--- src/rtl/trigqual_defines.sv ---
// Register address map for the trigger qualifier; shares the address space
// with the other capture-path register macros.
`ifndef TRIGQUAL_DEFINES_SV
`define TRIGQUAL_DEFINES_SV

`define TRIGQUAL_CFG_ADDR     8'h50
`define TRIGQUAL_WIDTH_ADDR   8'h51
`define TRIGQUAL_HOLDOFF_ADDR 8'h52
`define TRIGQUAL_COUNT_ADDR   8'h53

`endif

--- src/rtl/trigger_qualifier_pkg.sv ---
// Shared types and constants for the trigger qualifier: FSM states, trigger
// modes, CFG register bit positions and a register byte-lane helper.
package trigger_qualifier_pkg;

  typedef enum logic [2:0] {
    ST_IDLE    = 3'd0,
    ST_ARMED   = 3'd1,
    ST_QUAL    = 3'd2,
    ST_FIRE    = 3'd3,
    ST_HOLDOFF = 3'd4
  } tq_state_e;

  typedef enum logic [1:0] {
    MODE_RISE = 2'b00,
    MODE_FALL = 2'b01,
    MODE_HIGH = 2'b10,
    MODE_LOW  = 2'b11
  } tq_mode_e;

  localparam int CFG_MODE_LSB    = 0;
  localparam int CFG_MODE_MSB    = 1;
  localparam int CFG_ONESHOT_BIT = 2;
  localparam int CFG_ARM_BIT     = 3;
  localparam int CFG_DISARM_BIT  = 4;

  localparam int TQ_REG_BYTES = 2;
  localparam int TQ_REG_W     = 8 * TQ_REG_BYTES;

  // Byte lane of a multi-byte register; indices past the top lane read 0.
  function automatic logic [7:0] byte_sel(input logic [TQ_REG_W-1:0] v, input int idx);
    byte_sel = 8'h00;
    for (int b = 0; b < TQ_REG_BYTES; b++) begin
      if (idx == b) byte_sel = v[b*8 +: 8];
    end
  endfunction

endpackage

--- src/rtl/trigqual_sync.sv ---
// Two-flop synchroniser with asynchronous active-low clear.
module trigqual_sync (
  input  logic clk_usb,
  input  logic reset_n,
  input  logic d,
  output logic q
);

  logic [1:0] sync_reg;

  always_ff @(posedge clk_usb or negedge reset_n) begin
    if (!reset_n) sync_reg <= 2'b00;
    else          sync_reg <= {sync_reg[0], d};
  end

  assign q = sync_reg[1];

endmodule

--- src/rtl/trigger_qualifier.sv ---
// Trigger qualifier: sync, edge/level select, min-width filter, arm/one-shot/hold-off.
// Define TRIGQUAL_COUNTER_EN to build the fired-event counter and its register.
`include "trigqual_defines.sv"

module trigger_qualifier
  import trigger_qualifier_pkg::*;
#(
  parameter int pBYTECNT_SIZE = 7,
  parameter int pCNT_WIDTH    = 16
) (
  input  logic                     clk_usb,
  input  logic                     reset_n,
  input  logic [7:0]               reg_address,
  input  logic [pBYTECNT_SIZE-1:0] reg_bytecnt,
  input  logic [7:0]               reg_datai,
  output logic [7:0]               reg_datao,
  input  logic                     reg_read,
  input  logic                     reg_write,
  input  logic                     trigger_i,
  input  logic                     arm_i,
  output logic                     trig_pulse_o,
  output logic                     armed_o,
  output logic                     busy_o
);

  localparam logic [pCNT_WIDTH-1:0] CNT_ONE = {{(pCNT_WIDTH-1){1'b0}}, 1'b1};

  tq_state_e             state_reg, state_next;
  tq_mode_e              mode_reg;
  logic                  oneshot_reg;
  logic [pCNT_WIDTH-1:0] width_reg, holdoff_reg;
  logic [pCNT_WIDTH-1:0] cnt_reg, cnt_next, lim_reg, lim_next;
  logic [pCNT_WIDTH:0]   cnt_inc;
  logic                  ts, ts_d_reg;
  logic                  trig_pulse_reg, armed_reg, busy_reg;

  logic cfg_sel, width_sel, holdoff_sel, count_sel;
  logic cfg_wr, arm_wr, disarm_wr, mode_chg;
  logic active, start, fire_take;
  logic [TQ_REG_BYTES-1:0] width_be, holdoff_be;
  logic [TQ_REG_W-1:0]     width_cur, width_new, holdoff_cur, holdoff_new, count_rd;

  trigqual_sync u_trig_sync (
    .clk_usb (clk_usb),
    .reset_n (reset_n),
    .d       (trigger_i),
    .q       (ts)
  );

  assign cfg_sel     = (reg_address == `TRIGQUAL_CFG_ADDR);
  assign width_sel   = (reg_address == `TRIGQUAL_WIDTH_ADDR);
  assign holdoff_sel = (reg_address == `TRIGQUAL_HOLDOFF_ADDR);
  assign count_sel   = (reg_address == `TRIGQUAL_COUNT_ADDR);

  assign cfg_wr    = reg_write && cfg_sel;
  assign arm_wr    = cfg_wr && reg_datai[CFG_ARM_BIT];
  assign disarm_wr = cfg_wr && reg_datai[CFG_DISARM_BIT];
  assign mode_chg  = cfg_wr && (reg_datai[CFG_MODE_MSB:CFG_MODE_LSB] != mode_reg);

  // Target level is 1 for rising/high and 0 for falling/low; edge modes also need ts_d opposite.
  assign active = (ts == ~mode_reg[0]);
  assign start  = active && (mode_reg[1] || (ts != ts_d_reg));

  assign fire_take = (state_reg == ST_FIRE) && !disarm_wr;
  assign cnt_inc   = {1'b0, cnt_reg} + {{pCNT_WIDTH{1'b0}}, 1'b1};

  genvar gi;
  generate
    for (gi = 0; gi < TQ_REG_BYTES; gi++) begin : g_byte_we
      assign width_be[gi]   = reg_write && width_sel   && (reg_bytecnt == pBYTECNT_SIZE'(gi));
      assign holdoff_be[gi] = reg_write && holdoff_sel && (reg_bytecnt == pBYTECNT_SIZE'(gi));
    end
  endgenerate

  assign width_cur   = TQ_REG_W'(width_reg);
  assign holdoff_cur = TQ_REG_W'(holdoff_reg);

  always_comb begin
    width_new   = width_cur;
    holdoff_new = holdoff_cur;
    for (int b = 0; b < TQ_REG_BYTES; b++) begin
      if (width_be[b])   width_new[b*8 +: 8]   = reg_datai;
      if (holdoff_be[b]) holdoff_new[b*8 +: 8] = reg_datai;
    end
  end

  always_comb begin
    state_next = state_reg;
    cnt_next   = cnt_reg;
    lim_next   = lim_reg;
    case (state_reg)
      ST_IDLE: begin
        if (arm_wr || arm_i) state_next = ST_ARMED;
      end
      ST_ARMED: begin
        if (start) begin
          if (width_reg <= CNT_ONE) begin
            state_next = ST_FIRE;
          end else begin
            cnt_next   = CNT_ONE;
            lim_next   = width_reg;
            state_next = ST_QUAL;
          end
        end
      end
      ST_QUAL: begin
        if (!active || mode_chg)                state_next = ST_ARMED;
        else if (cnt_inc >= {1'b0, lim_reg})    state_next = ST_FIRE;
        else                                    cnt_next   = cnt_inc[pCNT_WIDTH-1:0];
      end
      ST_FIRE: begin
        if (holdoff_reg != '0) begin
          cnt_next   = CNT_ONE;
          lim_next   = holdoff_reg;
          state_next = ST_HOLDOFF;
        end else begin
          state_next = oneshot_reg ? ST_IDLE : ST_ARMED;
        end
      end
      ST_HOLDOFF: begin
        if (cnt_reg >= lim_reg) state_next = oneshot_reg ? ST_IDLE : ST_ARMED;
        else                    cnt_next   = cnt_inc[pCNT_WIDTH-1:0];
      end
      default: state_next = ST_IDLE;
    endcase
    // Disarm overrides everything, including a pending FIRE.
    if (disarm_wr) state_next = ST_IDLE;
  end

  always_ff @(posedge clk_usb or negedge reset_n) begin
    if (!reset_n) begin
      state_reg      <= ST_IDLE;
      cnt_reg        <= '0;
      lim_reg        <= '0;
      ts_d_reg       <= 1'b0;
      trig_pulse_reg <= 1'b0;
      armed_reg      <= 1'b0;
      busy_reg       <= 1'b0;
      mode_reg       <= MODE_RISE;
      oneshot_reg    <= 1'b1;
      width_reg      <= CNT_ONE;
      holdoff_reg    <= '0;
    end else begin
      state_reg      <= state_next;
      cnt_reg        <= cnt_next;
      lim_reg        <= lim_next;
      ts_d_reg       <= ts;
      trig_pulse_reg <= fire_take;
      armed_reg      <= (state_next == ST_ARMED);
      busy_reg       <= (state_next == ST_QUAL) || (state_next == ST_FIRE) ||
                        (state_next == ST_HOLDOFF);
      if (cfg_wr) begin
        mode_reg    <= tq_mode_e'(reg_datai[CFG_MODE_MSB:CFG_MODE_LSB]);
        oneshot_reg <= reg_datai[CFG_ONESHOT_BIT];
      end
      width_reg   <= width_new[pCNT_WIDTH-1:0];
      holdoff_reg <= holdoff_new[pCNT_WIDTH-1:0];
    end
  end

`ifdef TRIGQUAL_COUNTER_EN
  logic [pCNT_WIDTH-1:0] count_reg;
  logic                  count_clr;

  assign count_clr = reg_write && count_sel;

  // A clear write beats a simultaneous fire; the count saturates at all-ones.
  always_ff @(posedge clk_usb or negedge reset_n) begin
    if (!reset_n)                          count_reg <= '0;
    else if (count_clr)                    count_reg <= '0;
    else if (fire_take && count_reg != '1) count_reg <= count_reg + CNT_ONE;
  end

  assign count_rd = TQ_REG_W'(count_reg);
`else
  assign count_rd = '0;
`endif

  always_comb begin
    reg_datao = 8'h00;
    if (reg_read) begin
      if (cfg_sel)          reg_datao = {3'b000, 1'b0, armed_reg, oneshot_reg, mode_reg};
      else if (width_sel)   reg_datao = byte_sel(width_cur, int'(reg_bytecnt));
      else if (holdoff_sel) reg_datao = byte_sel(holdoff_cur, int'(reg_bytecnt));
      else if (count_sel)   reg_datao = byte_sel(count_rd, int'(reg_bytecnt));
    end
  end

  assign trig_pulse_o = trig_pulse_reg;
  assign armed_o      = armed_reg;
  assign busy_o       = busy_reg;

endmodule

--- config.mk ---
export PLATFORM = sky130hd
export DESIGN_NAME = trigger_qualifier
export DESIGN_NICKNAME = d
export VERILOG_FILES = /design/src/rtl/trigger_qualifier_pkg.sv /design/src/rtl/trigqual_sync.sv /design/src/rtl/trigger_qualifier.sv
export VERILOG_INCLUDE_DIRS = /design/src /design/src/rtl
export SDC_FILE = /design/constraint.sdc
export NUM_CORES = 1
export LEC_CHECK = 0
export BUFFER_PORTS_ARGS = -buffer_cell sky130_fd_sc_hd__buf_2
export CAP_MARGIN = 10
export CORE_ASPECT_RATIO = 2
export CORE_UTILIZATION = 45
export DETAILED_ROUTE_END_ITERATION = 8
export GPL_TIMING_DRIVEN = 1
export HOLD_SLACK_MARGIN = 0.03
export SLEW_MARGIN = 20
export SYNTH_ARGS = -nofsm -noshare
export SYNTH_HDL_FRONTEND = slang
export SYNTH_SLANG_ARGS = --single-unit
export TNS_END_PERCENT = 100
--- constraint.sdc ---
create_clock -name clk_usb -period 6.5 [get_ports clk_usb]
set_input_delay 0.325 -clock clk_usb [delete_from_list [all_inputs] [get_ports clk_usb]]
set_output_delay 0.325 -clock clk_usb [all_outputs]
set_load 0.005 [all_outputs]
==> out/qor.yml, run 1 <==
min_path:
  min_path_type: "in2reg"
  min_from: "trigger_i"
timing:
  fin_setup_tns_ns: 0
  clock_skew_ns: 0.00530
  hold_viol: 0
  period_minus_slack_ns: 4.64
  setup_viol: 0
  tightest_slew_ns: 0.967
  setup_slack_ns: 1.86
  final_max_slew_viol_count: 0
  rsz0062_at_grt: "no"
  relSlewSlack_pct: 35.5
  finalCritPeriodShare_pct: 71.5
  fmax_ghz: 0.215
floorplanning:
  ioPinCount: 40
  die-width_microns: 74.7
  core-area_sq_um: 10200
  die_area_sq_um: 11000
  num_rows: 52
  chipHeight_microns: 147
  initial_utilization_pct: 46.6
synth:
  ys_seq_area_share_pct: 40.0
  syn-num-nets: 527
  synth_edf_count: 0
  synth_cells: 465
  synth_ff_type: "dfrtp_1"
  synth_seq_cells: 76
  yosys.area.top_type: "dfrtp_1"
  yosys_warnings: 0
  syn_area_sq_um: 4760
  ys_top_cells_by_area: "dfrtp_1, ha_1, mux2_2"
  async_flop_share_pct: 100
  avgSynthCellArea_sq_um: 10.2
  synth_cell_types: 59
  yosysTopAreaCellShare_pct: 38.9
clock_tree:
  clk_pin_slew_ns: 0.06
  post_cts_buffers: 0
  cts.path.max_buffers: 2
  root_buffer: "clkbuf_16"
  cts_resized: 0
  ctsHoldBuffers: 0
  tritoncts: "built"
  cts-buffers-inserted: 9
  cts_sinks: 76
  h-tree-depth: 3
  clkLatencyLatePin_ns: 0.34
route:
  dr.pass1.iters: 4
  drtAntennaViolNets: 0
  drt-vias-per-instance: 5.73
  drc: 0
  wl_per_cell_microns: 19.4
  routed_wl_microns: 12300
  drt_iter0_markers: 188
  num_vias: 3642
global_route:
  overflow: 0
  antenna_found_initial: 0
  grt_first_pass_wirelength_microns: 20000
  grt_start_max_net_pins: 77
  grt_pass1_vias: 3826
  grt.total_usage_pct: 24.8
placed_design:
  gp_congestion: 0.883
  dp_hpwl_microns: 9500
  io_buffers: 39
  placed_cells: 620
  dp_worst_setup_slack_ns: 1.81
cells_and_area:
  stdcell_count: 636
  final_nets: 558
  drive_gt1_share_pct: 21.2
  antennaDiodeCount: 0
  fill_cells: 975
  syn2layout_area_growth_pct: 12.4
run:
  cap_violations: 0
critical_path:
  startpoint: "cnt_reg[0]"
  path_class: "reg2reg"
  cp.arrival_ns: 4.90
  crit_fanout: 16
  crit_required_ns: 6.75
  startpoint_type: "flip-flop"
  r2r-start: "cnt_reg[0]"
  worstSetupEndpointType: "flip-flop"
pwr:
  ir_drop_mv: 0.190
  power_frac_clock_pct: 33.1
  comb_power_share_pct: 28.7
  p_per_area_nw_per_um2: 294
  p_sw_w: 0.000538
  swShare_pct: 34.2
  intPower_w: 0.00103
  pwr-share-seq_pct: 38.2
  p_leak_nw: 2.67
run_status:
  run_status: "finished, final reports clean"
[cell families (layout without fill, tap and decap cells)]
family                   after synthesis  count (layout)  share of synthesized area, %
multiplexers                          72              72                          16.0
XOR/XNOR                              16              16                          2.95
buffers and inverters                 46              82                          4.18
AO/OA/AOI/OAI                         88              88                          12.6
flip-flops                            76              76                          40.0
adder cells (fa/ha/maj)               33              33                          8.68
AND/OR/NAND/NOR                      134             134                          15.5
[critical path, cell delays in order (launching register included)]
cell and delay (ns):
dfrtp_1 0.40, ha_1 0.28, nand2_1 0.11, or3_1 0.43, nor3_2 0.27, nand2_1 0.10
xnor2_1 0.15, ha_1 0.30, nand2_1 0.09, a2111oi_0 0.48, o41ai_2 0.17, a2111oi_4 0.80
or3_1 0.71, mux2i_1 0.27
[layout make-up]
| cell class | instances | area, sq um | area share (%) |
|---|---|---|---|
| Inverter | 26 | 97.6 | 1.82 |
| Clock buffer | 10 | 239 | 4.47 |
| Timing Repair Buffer | 40 | 205 | 3.84 |
| Clock inverter | 6 | 71.3 | 1.33 |
| Multi-Input combinational cell | 343 | 2660 | 49.8 |
| Tap cell | 135 | 169 | 3.16 |
| Sequential cell | 76 | 1900 | 35.6 |
[cells in the mapped netlist, types with 3 or more instances]
library cell,count
xor2_1,7
o41ai_1,4
and2_1,5
and3_1,6
nand4_1,5
clkbuf_1,12
mux2_2,34
o31ai_1,4
a21oi_1,34
nor2_4,4
o21ai_0,8
nor4_1,9
mux2i_1,38
o22ai_1,8
dfrtp_1,74
a21o_1,8
inv_1,26
ha_1,33
nand2_1,23
xnor2_1,9
or2_2,3
nor2_1,38
nand3_1,9
or3_1,3
nor2b_1,9
buf_2,3
nor4b_1,6
nand2b_1,4
a211oi_1,3
[layout by cell type, fill, tap and decap left out, drive strengths merged, types with 10 or more instances in the layout]
cell type  netlist  routed
a21oi           34      34
buf              8      40
clkbuf          12      10
dfrtp           74      74
ha              33      33
inv             26      28
mux2            34      34
mux2i           38      38
nand2           23      23
nor2            42      42
[final timing paths]
kind                                                 to  slack [ns]  depth (start not counted)
worst min register to register  u_trig_sync.sync_reg[1]        0.35                          0
worst max register to register               cnt_reg[0]        1.86                         13
worst min-delay path            u_trig_sync.sync_reg[0]        0.09                          1
max in group asynchronous                    lim_reg[0]        5.73                          1
min in group asynchronous                    lim_reg[4]        0.14                          1
worst max-delay path                         cnt_reg[0]        1.86                         13
[metrics by stage]
step / power, W / utilization, % / hold WS (ns) / area (sq um)
2_1_floorplan: 0.000932 / - / 0.0294 / 4760
3_3_place_gp: 0.00106 / 49.3 / 0.334 / 5040
3_5_place_dp: 0.00107 / 49.3 / 0.340 / 5040
4_1_cts: 0.00159 / 52.4 / 0.0808 / 5350
5_1_grt: 0.00167 / 52.4 / 0.0836 / 5350
6_report: 0.00157 / 52.4 / 0.0904 / 5350
[power groups by stage]
stage | combinational [W] | clock, W | sequential [W]
floorplan | 0.000340 | 0 | 0.000592
detailed placement | 0.000457 | 0 | 0.000610
finish | 0.000452 | 0.000520 | 0.000600
global placement | 0.000448 | 0 | 0.000607
global route | 0.000517 | 0.000546 | 0.000611
CTS | 0.000461 | 0.000530 | 0.000601
[metal layers]
metal / routed length (microns) / global-route usage, % / part of all wire [%] / up-vias
met4: 497 / 12.5 / 4.0 / 0
met2: 7200 / 46.9 / 58 / 78
met3: 299 / 3.00 / 2.4 / 28
met5: 0 / 0 / 0 / -
met1: 4340 / 25.1 / 35 / 1788
li1: - / - / - / 1748
Power figures use the tool's default switching activity.
==> inputs of run 2 (changes only) <==
--- a/config.mk
+++ b/config.mk
@@ -6,6 +6,7 @@
 export SDC_FILE = /design/constraint.sdc
 export NUM_CORES = 1
 export LEC_CHECK = 0
+export ABC_AREA = 1
 export BUFFER_PORTS_ARGS = -buffer_cell sky130_fd_sc_hd__buf_2
 export CAP_MARGIN = 10
 export CORE_ASPECT_RATIO = 2
@@ -13,6 +14,7 @@
 export DETAILED_ROUTE_END_ITERATION = 8
 export GPL_TIMING_DRIVEN = 1
 export HOLD_SLACK_MARGIN = 0.03
+export PLACE_DENSITY = 0.65
 export SLEW_MARGIN = 20
 export SYNTH_ARGS = -nofsm -noshare
 export SYNTH_HDL_FRONTEND = slang
==> constraint.sdc (replaced) <==
create_clock -name clk_usb -period 4.2 [get_ports clk_usb]
set_input_delay 0.21 -clock clk_usb [delete_from_list [all_inputs] [get_ports clk_usb]]
set_output_delay 0.21 -clock clk_usb [all_outputs]
set_load 0.005 [all_outputs]
==> run 2 against run 1 <==
Combinational power grew 81%. Maximum frequency grew 42%. Synthesized area grew 7.4%. Sequential share of layout area shrank 2.2 points. Setup slack lost 0.93 ns. Non-clock buffer count is the same. Sequential power grew 41%.
==> out/qor.yml, run 2 <==
route:
  num_vias: 4619  # +27%
  dr.pass1.iters: 5  # +1
  routed_wl_microns: 13300  # +7.7%
  drt-vias-per-instance: 5.29  # -7.6%
  drc: 0  # unchanged
  wl_per_cell_microns: 15.2  # -22%
  drt_iter0_markers: 236  # +26%
  drtAntennaViolNets: 0  # unchanged
clock_tree:
  h-tree-depth: 3  # unchanged
  cts-buffers-inserted: 9  # unchanged
  tritoncts: "built"
  ctsHoldBuffers: 1  # +1
  cts.path.max_buffers: 2  # unchanged
  cts_resized: 0  # unchanged
  cts_sinks: 76  # unchanged
  clk_pin_slew_ns: 0.06  # about the same
  clkLatencyLatePin_ns: 0.33  # about the same
  post_cts_buffers: 0  # unchanged
  root_buffer: "clkbuf_16"
floorplanning:
  core-area_sq_um: 11000  # +7.8%
  die-width_microns: 77.4  # +3.5%
  num_rows: 54  # +3.8%
  chipHeight_microns: 153  # +3.6%
  initial_utilization_pct: 46.4  # -0.17 points
  die_area_sq_um: 11800  # +7.3%
  ioPinCount: 40  # unchanged
synth:
  yosys.area.top_type: "dfrtp_1"
  syn-num-nets: 757  # +44%
  ys_seq_area_share_pct: 37.3  # -2.8 points
  synth_ff_type: "dfrtp_1"
  synth_cell_types: 43  # -27%
  async_flop_share_pct: 100  # unchanged
  synth_seq_cells: 76  # unchanged
  synth_edf_count: 0  # unchanged
  yosys_warnings: 0  # unchanged
  synth_most_common_cell: "nand2_1"
  syn_area_sq_um: 5110  # +7.4%
  synth_cells: 695  # +49%
  yosysTopAreaCellShare_pct: 36.2  # -2.7 points
  ys_top_cells_by_area: "dfrtp_1, nand2_1, ha_1"
  yosys-top-cells-count: "nand2_1, inv_1, dfrtp_1"
  avgSynthCellArea_sq_um: 7.35  # -28%
cells_and_area:
  final_cell_mix: "nand2_1, inv_1, dfrtp_1"
  final_nets: 790  # +42%
  stdcell_count: 873  # +37%
  syn2layout_area_growth_pct: 11.6
  drive_gt1_share_pct: 14.1  # -7.1 points
  antennaDiodeCount: 0  # unchanged
  final_common_cell: "nand2_1"
timing:
  final_max_slew_viol_count: 0  # unchanged
  rsz0062_at_grt: "no"
  setup_viol: 0  # unchanged
  clock_skew_ns: 0.00752  # +0.00222 ns
  tightest_slew_ns: 1.07  # +0.103 ns
  fmax_ghz: 0.305  # +42%
  period_minus_slack_ns: 3.28  # -1.37 ns
  fin_setup_tns_ns: 0  # unchanged
  hold_viol: 0  # unchanged
  relSlewSlack_pct: 28.1  # -7.4 points
  finalCritPeriodShare_pct: 78.0  # +6.6 points
placed_design:
  gp_congestion: 0.930  # +5.4%
  dp_hpwl_microns: 10500  # +10%
  placed_cells: 856  # +38%
  io_buffers: 39  # unchanged
critical_path:
  reg2reg_slack_ns: 0.92  # -0.93 ns
  crit_fanout: 18  # +2
  startpoint: "cnt_reg[0]"
  worstSetupEndpointType: "flip-flop"
  rr_endpoint: "cnt_reg[0]"
  ff2ff_path_depth: 21  # +8
  r2r-start: "cnt_reg[0]"
  cp.arrival_ns: 3.54  # -1.36 ns
  crit_end: "cnt_reg[0]"
  path_class: "reg2reg"
  startpoint_type: "flip-flop"
  crit_required_ns: 4.46  # -2.29 ns
run:
  cap_violations: 0  # unchanged
pwr:
  p_leak_nw: 2.92  # +9.4%
  comb_power_share_pct: 32.6  # +3.9 points
  power_frac_clock_pct: 33.6  # +0.5 points
  p_per_area_nw_per_um2: 439  # +49%
  p_sw_w: 0.000901  # +67%
  ir_drop_mv: 0.233  # +23%
  intPower_w: 0.00160  # +55%
  pwr-share-seq_pct: 33.8  # -4.4 points
  swShare_pct: 36.0  # +1.8 points
global_route:
  grt.total_usage_pct: 24.1  # -0.66 points
  antenna_found_initial: 0  # unchanged
  overflow: 0  # unchanged
  grt_pass1_vias: 4574  # +20%
  grt_first_pass_wirelength_microns: 21900  # +9.8%
  grt_start_max_net_pins: 77  # unchanged
min_path:
  min_path_type: "in2async"
run_status:
  run_status: "finished, final reports clean"
[run 2: changes by cell type after synthesis, moves of 15 or more]
cell	delta
inv_1	+84
nand2_1	+150
o21ai_1	+29
mux2_2	-34
mux2i_1	-38
o21ai_0	+33
nand2_2	+15
nand3_1	+25
[run 2: area by class of cell]
type / count / area, sq um
fill: 1094 / 5310
multi-input combinational: 482 / 2650
sequential: 76 / 1900
inverter: 119 / 447
clock buffer: 12 / 246
timing repair buffer: 40 / 208
tap: 140 / 175
clock inverter: 4 / 72.6
[run 2: per-stage QoR]
stage                     cell area, sq um  worst slack (ns)  util, %  hold slack [ns]  power [W]
final                                 5710             0.922     51.8           0.0276    0.00250
after detailed placement              5380             0.989     48.8            0.319    0.00167
after CTS                             5710             0.943     51.8           0.0775    0.00252
after floorplan                       5110              1.44        -          -0.0856    0.00147
after global placement                5380              1.07     48.8            0.320    0.00165
after global routing                  5710             0.601     51.8            0.112    0.00267
[run 2: power by group through the flow]
| stage | clock (W) | combinational, W | sequential (W) |
|---|---|---|---|
| detailed placement | 0 | 0.000814 | 0.000859 |
| floorplan | 0 | 0.000619 | 0.000849 |
| finish | 0.000840 | 0.000816 | 0.000847 |
| global route | 0.000890 | 0.000924 | 0.000857 |
| CTS | 0.000849 | 0.000823 | 0.000846 |
| global placement | 0 | 0.000792 | 0.000857 |
[run 2: cells by family after synthesis]
family | share of synthesized area (%)
buffers and inverters | 10.8
xor gates and xnor gates | 1.54
and+or+nand+nor | 28.8
DFF | 37.3
AOI/OAI and AO/OA | 13.5
adders and majority gates | 8.08
[run 2: per-layer routing]
metal  global-route usage [%]  up-vias  wire length [microns]
li1                         -     2300                      -
met4                     17.3        0                    834
met5                        0        -                      0
met2                     45.1      144                   7310
met1                     23.7     2125                   4720
met3                     2.87       50                    416
[run 2: how the worst min path moves through the flow]
stage	from	endpoint	depth (start not counted)	slack [ns]
after CTS	reset_n	cnt_reg[5]	1	0.08
after global placement	trigger_i	u_trig_sync.sync_reg[0]	1	0.32
after floorplan	reset_n	armed_o	0	-0.09
after global routing	reset_n	cnt_reg[5]	1	0.11
final	reset_n	cnt_reg[5]	1	0.03
after detailed placement	trigger_i	u_trig_sync.sync_reg[0]	1	0.32
[run 2: worst max-delay path, cell delays in order, from the launching register on]
cell	delay (ns)
dfrtp_1	0.42
ha_1	0.19
nand2_1	0.06
inv_2	0.07
nand2_2	0.08
nor2_4	0.21
nand3_1	0.12
nor2_1	0.15
nand2_1	0.09
xor2_1	0.18
inv_1	0.07
ha_1	0.29
nand2_1	0.09
nor3_1	0.25
nand3_1	0.13
nor2_1	0.14
nor2_2	0.05
nand3_2	0.07
nand2_4	0.16
nand2_8	0.22
nand2_1	0.07
nand2_1	0.06
==> inputs of run 3 (changes only) <==
==> constraint.sdc (replaced) <==
create_clock -name clk_usb -period 2.8 [get_ports clk_usb]
set_input_delay 0.14 -clock clk_usb [delete_from_list [all_inputs] [get_ports clk_usb]]
set_output_delay 0.14 -clock clk_usb [all_outputs]
set_load 0.005 [all_outputs]
==> run 3 against run 2 <==
Sequential share of layout area shrank 2.7 points. Critical path type unchanged. The flow now finishes with violations (setup timing). Clock-buffer cell count down 2. Critical path depth did not move. Utilization rose by 4.5 points. Critical endpoint is now cnt_reg[1]. Highest routed layer unchanged.
==> out/qor.yml, run 3 (synthesis results as in run 2) <==
route:
  met3_length_microns: 351  # -16%
  num_vias: 4796  # +3.8%
  drt_iter0_markers: 194  # -18%
  drtAntennaViolNets: 0  # unchanged
  drc: 0  # unchanged
  wl_met2_microns: 7960  # +8.8%
  drt-vias-per-instance: 5.23  # -1.2%
  routedLengthMet1_microns: 5130  # +8.8%
  dr.pass1.iters: 5  # unchanged
  wl_per_cell_microns: 15.5  # +2.1%
  topRoutingLayerUsed: "met4"
  routed_wl_microns: 14200  # +7.2%
clock_tree:
  cts.path.max_buffers: 2  # unchanged
  cts_sinks: 76  # unchanged
  tritoncts: "built"
  clkLatencyLatePin_ns: 0.34  # about the same
  clk_pin_slew_ns: 0.06  # about the same
  root_buffer: "clkbuf_16"
  cts-buffers-inserted: 9  # unchanged
  h-tree-depth: 3  # unchanged
timing:
  period_minus_slack_ns: 2.84  # -0.442 ns
  tightest_slew_ns: 1.01  # -0.0611 ns
  finalCritPeriodShare_pct: 101  # +23 points
  relSlewSlack_pct: 32.8  # +4.7 points
  hold-worst-slack_ns: 0.0464  # +0.0188 ns
  fmax_ghz: 0.353  # +16%
  clock_skew_ns: 0.00759  # +0.0000684 ns
  final_max_slew_viol_count: 0  # unchanged
  rsz0062_at_grt: "yes"
  setup_viol: 16  # +16
  setup_slack_ns: -0.0365  # -0.958 ns
  hold_viol: 0  # unchanged
pwr:
  p_per_area_nw_per_um2: 648  # +48%
  totalPowerFinal_w: 0.00402  # +61%
  intPower_w: 0.00251  # +57%
  ir_drop_mv: 0.428  # +84%
  pwr-share-seq_pct: 31.4  # -2.4 points
  power_frac_clock_pct: 31.1  # -2.5 points
  p_sw_w: 0.00151  # +68%
  comb_power_share_pct: 37.5  # +4.9 points
  p_leak_nw: 3.16  # +8.2%
  swShare_pct: 37.5  # +1.5 points
floorplanning:
  initial_utilization_pct: 46.4  # unchanged
  die-width_microns: 77.4  # unchanged
  num_rows: 54  # unchanged
  chipHeight_microns: 153  # unchanged
  die_area_sq_um: 11800  # unchanged
  ioPinCount: 40  # unchanged
  core-area_sq_um: 11000  # unchanged
cells_and_area:
  multi_input_area_sq_um: 2840  # +7.1%
  final_area_sq_um: 6210  # +8.8%
  syn2layout_area_growth_pct: 21.4
  final_cell_mix: "nand2_1, inv_1, dfrtp_1"
  final_nets: 834  # +5.6%
  drive_gt1_share_pct: 22.9  # +8.9 points
  post-route-util_pct: 56.4  # +4.5 points
  antennaDiodeCount: 0  # unchanged
  fill_cells: 1060  # -3.1%
  final_common_cell: "nand2_1"
  register_area_sq_um: 1910  # +0.13%
  stdcell_count: 917  # +5.0%
global_route:
  antenna_found_initial: 0  # unchanged
  grt.total_usage_pct: 25.2  # +1.0 points
  grt_first_pass_wirelength_microns: 22900  # +4.6%
  overflow: 0  # unchanged
  grt_start_max_net_pins: 77  # unchanged
  grt_pass1_vias: 4713  # +3.0%
placed_design:
  io_buffers: 39  # unchanged
  gp_congestion: 0.949  # +2.0%
  post_dp_cell_area_sq_um: 5620  # +4.5%
  placed_cells: 888  # +3.7%
  dp_hpwl_microns: 10800  # +3.0%
min_path:
  min_path_type: "in2reg"
critical_path:
  path_class: "reg2reg"
  startpoint: "cnt_reg[1]"
  worstSetupEndpointType: "flip-flop"
  reg2reg_slack_ns: -0.04  # -0.96 ns
  startpoint_type: "flip-flop"
  crit_fanout: 8  # -10
  rr_endpoint: "cnt_reg[1]"
  ff2ff_path_depth: 21  # unchanged
  crit_end: "cnt_reg[1]"
  r2r-start: "cnt_reg[1]"
  crit_required_ns: 3.02  # -1.44 ns
  cp.arrival_ns: 3.06  # -0.48 ns
run_status:
  run_status: "finished with violations"
  violations: "setup timing"
run:
  cap_violations: 0  # unchanged
-- run 3: timing repair --
| item | 4_1_cts | 5_1_grt |
|---|---|---|
| hold endpoints to repair | 75 | 0 |
| resized for setup | 18 | 21 |
| cloned | 3 | 0 |
| setup endpoints to repair | 18 | 18 |
| hold buffers | 2 | 0 |
| buffers inserted | 6 | 2 |
| pin swaps | 11 | 6 |
-- run 3: worst min path at each step --
stage                  from                      end  slack [ns]  depth (start not counted)
2_1_floorplan       reset_n                  armed_o       -0.16                          0
3_3_place_gp      trigger_i  u_trig_sync.sync_reg[0]        0.25                          1
3_5_place_dp      trigger_i  u_trig_sync.sync_reg[0]        0.25                          1
4_1_cts        reg_datai[2]              oneshot_reg        0.04                          3
5_1_grt        reg_datai[2]              oneshot_reg        0.08                          3
6_report       reg_datai[2]              oneshot_reg        0.05                          3
-- run 3: per-stage QoR --
step | worst slack, ns | setup TNS, ns
2_1_floorplan | 0.0439 | 0
3_3_place_gp | -0.0963 | -1.46
3_5_place_dp | -0.242 | -3.82
4_1_cts | 0.00186 | 0
5_1_grt | -0.240 | -3.97
6_report | -0.0365 | -0.300
-- run 3: final cells by class --
cell class | count | area share [%]
Multi-Input combinational cell | 485 | 45.8
Sequential cell | 76 | 30.7
Clock inverter | 6 | 1.43
Tap cell | 140 | 2.82
Clock buffer | 10 | 3.69
Timing Repair Buffer | 81 | 8.35
Inverter | 119 | 7.20
-- run 3: metal layers --
metal	GRT usage [%]	vias up
li1	-	2404
met4	15.7	0
met3	2.69	52
met1	24.8	2222
met5	0	-
met2	48.2	118
-- run 3: critical path, stage by stage, from the launching register on --
cell	delay [ns]
dfrtp_1	0.39
buf_4	0.14
nand2_2	0.07
nor2_1	0.04
buf_4	0.14
nand4_1	0.13
nor3_2	0.06
or2_2	0.28
nand2_2	0.08
inv_1	0.05
ha_1	0.30
nand2_4	0.09
buf_4	0.11
a21oi_2	0.03
nand3_1	0.06
nand2_1	0.06
nor2_2	0.15
nand3_4	0.15
nand2_8	0.15
nand2_8	0.10
nand2_2	0.09
nand2_1	0.05
-- run 3: power groups by stage --
stage / Combinational, W / Clock, W / Sequential (W)
after floorplan: 0.000928 / 0 / 0.00127
after global placement: 0.00125 / 0 / 0.00128
after detailed placement: 0.00127 / 0 / 0.00128
after CTS: 0.00148 / 0.00127 / 0.00126
after global routing: 0.00168 / 0.00131 / 0.00127
final: 0.00151 / 0.00125 / 0.00126
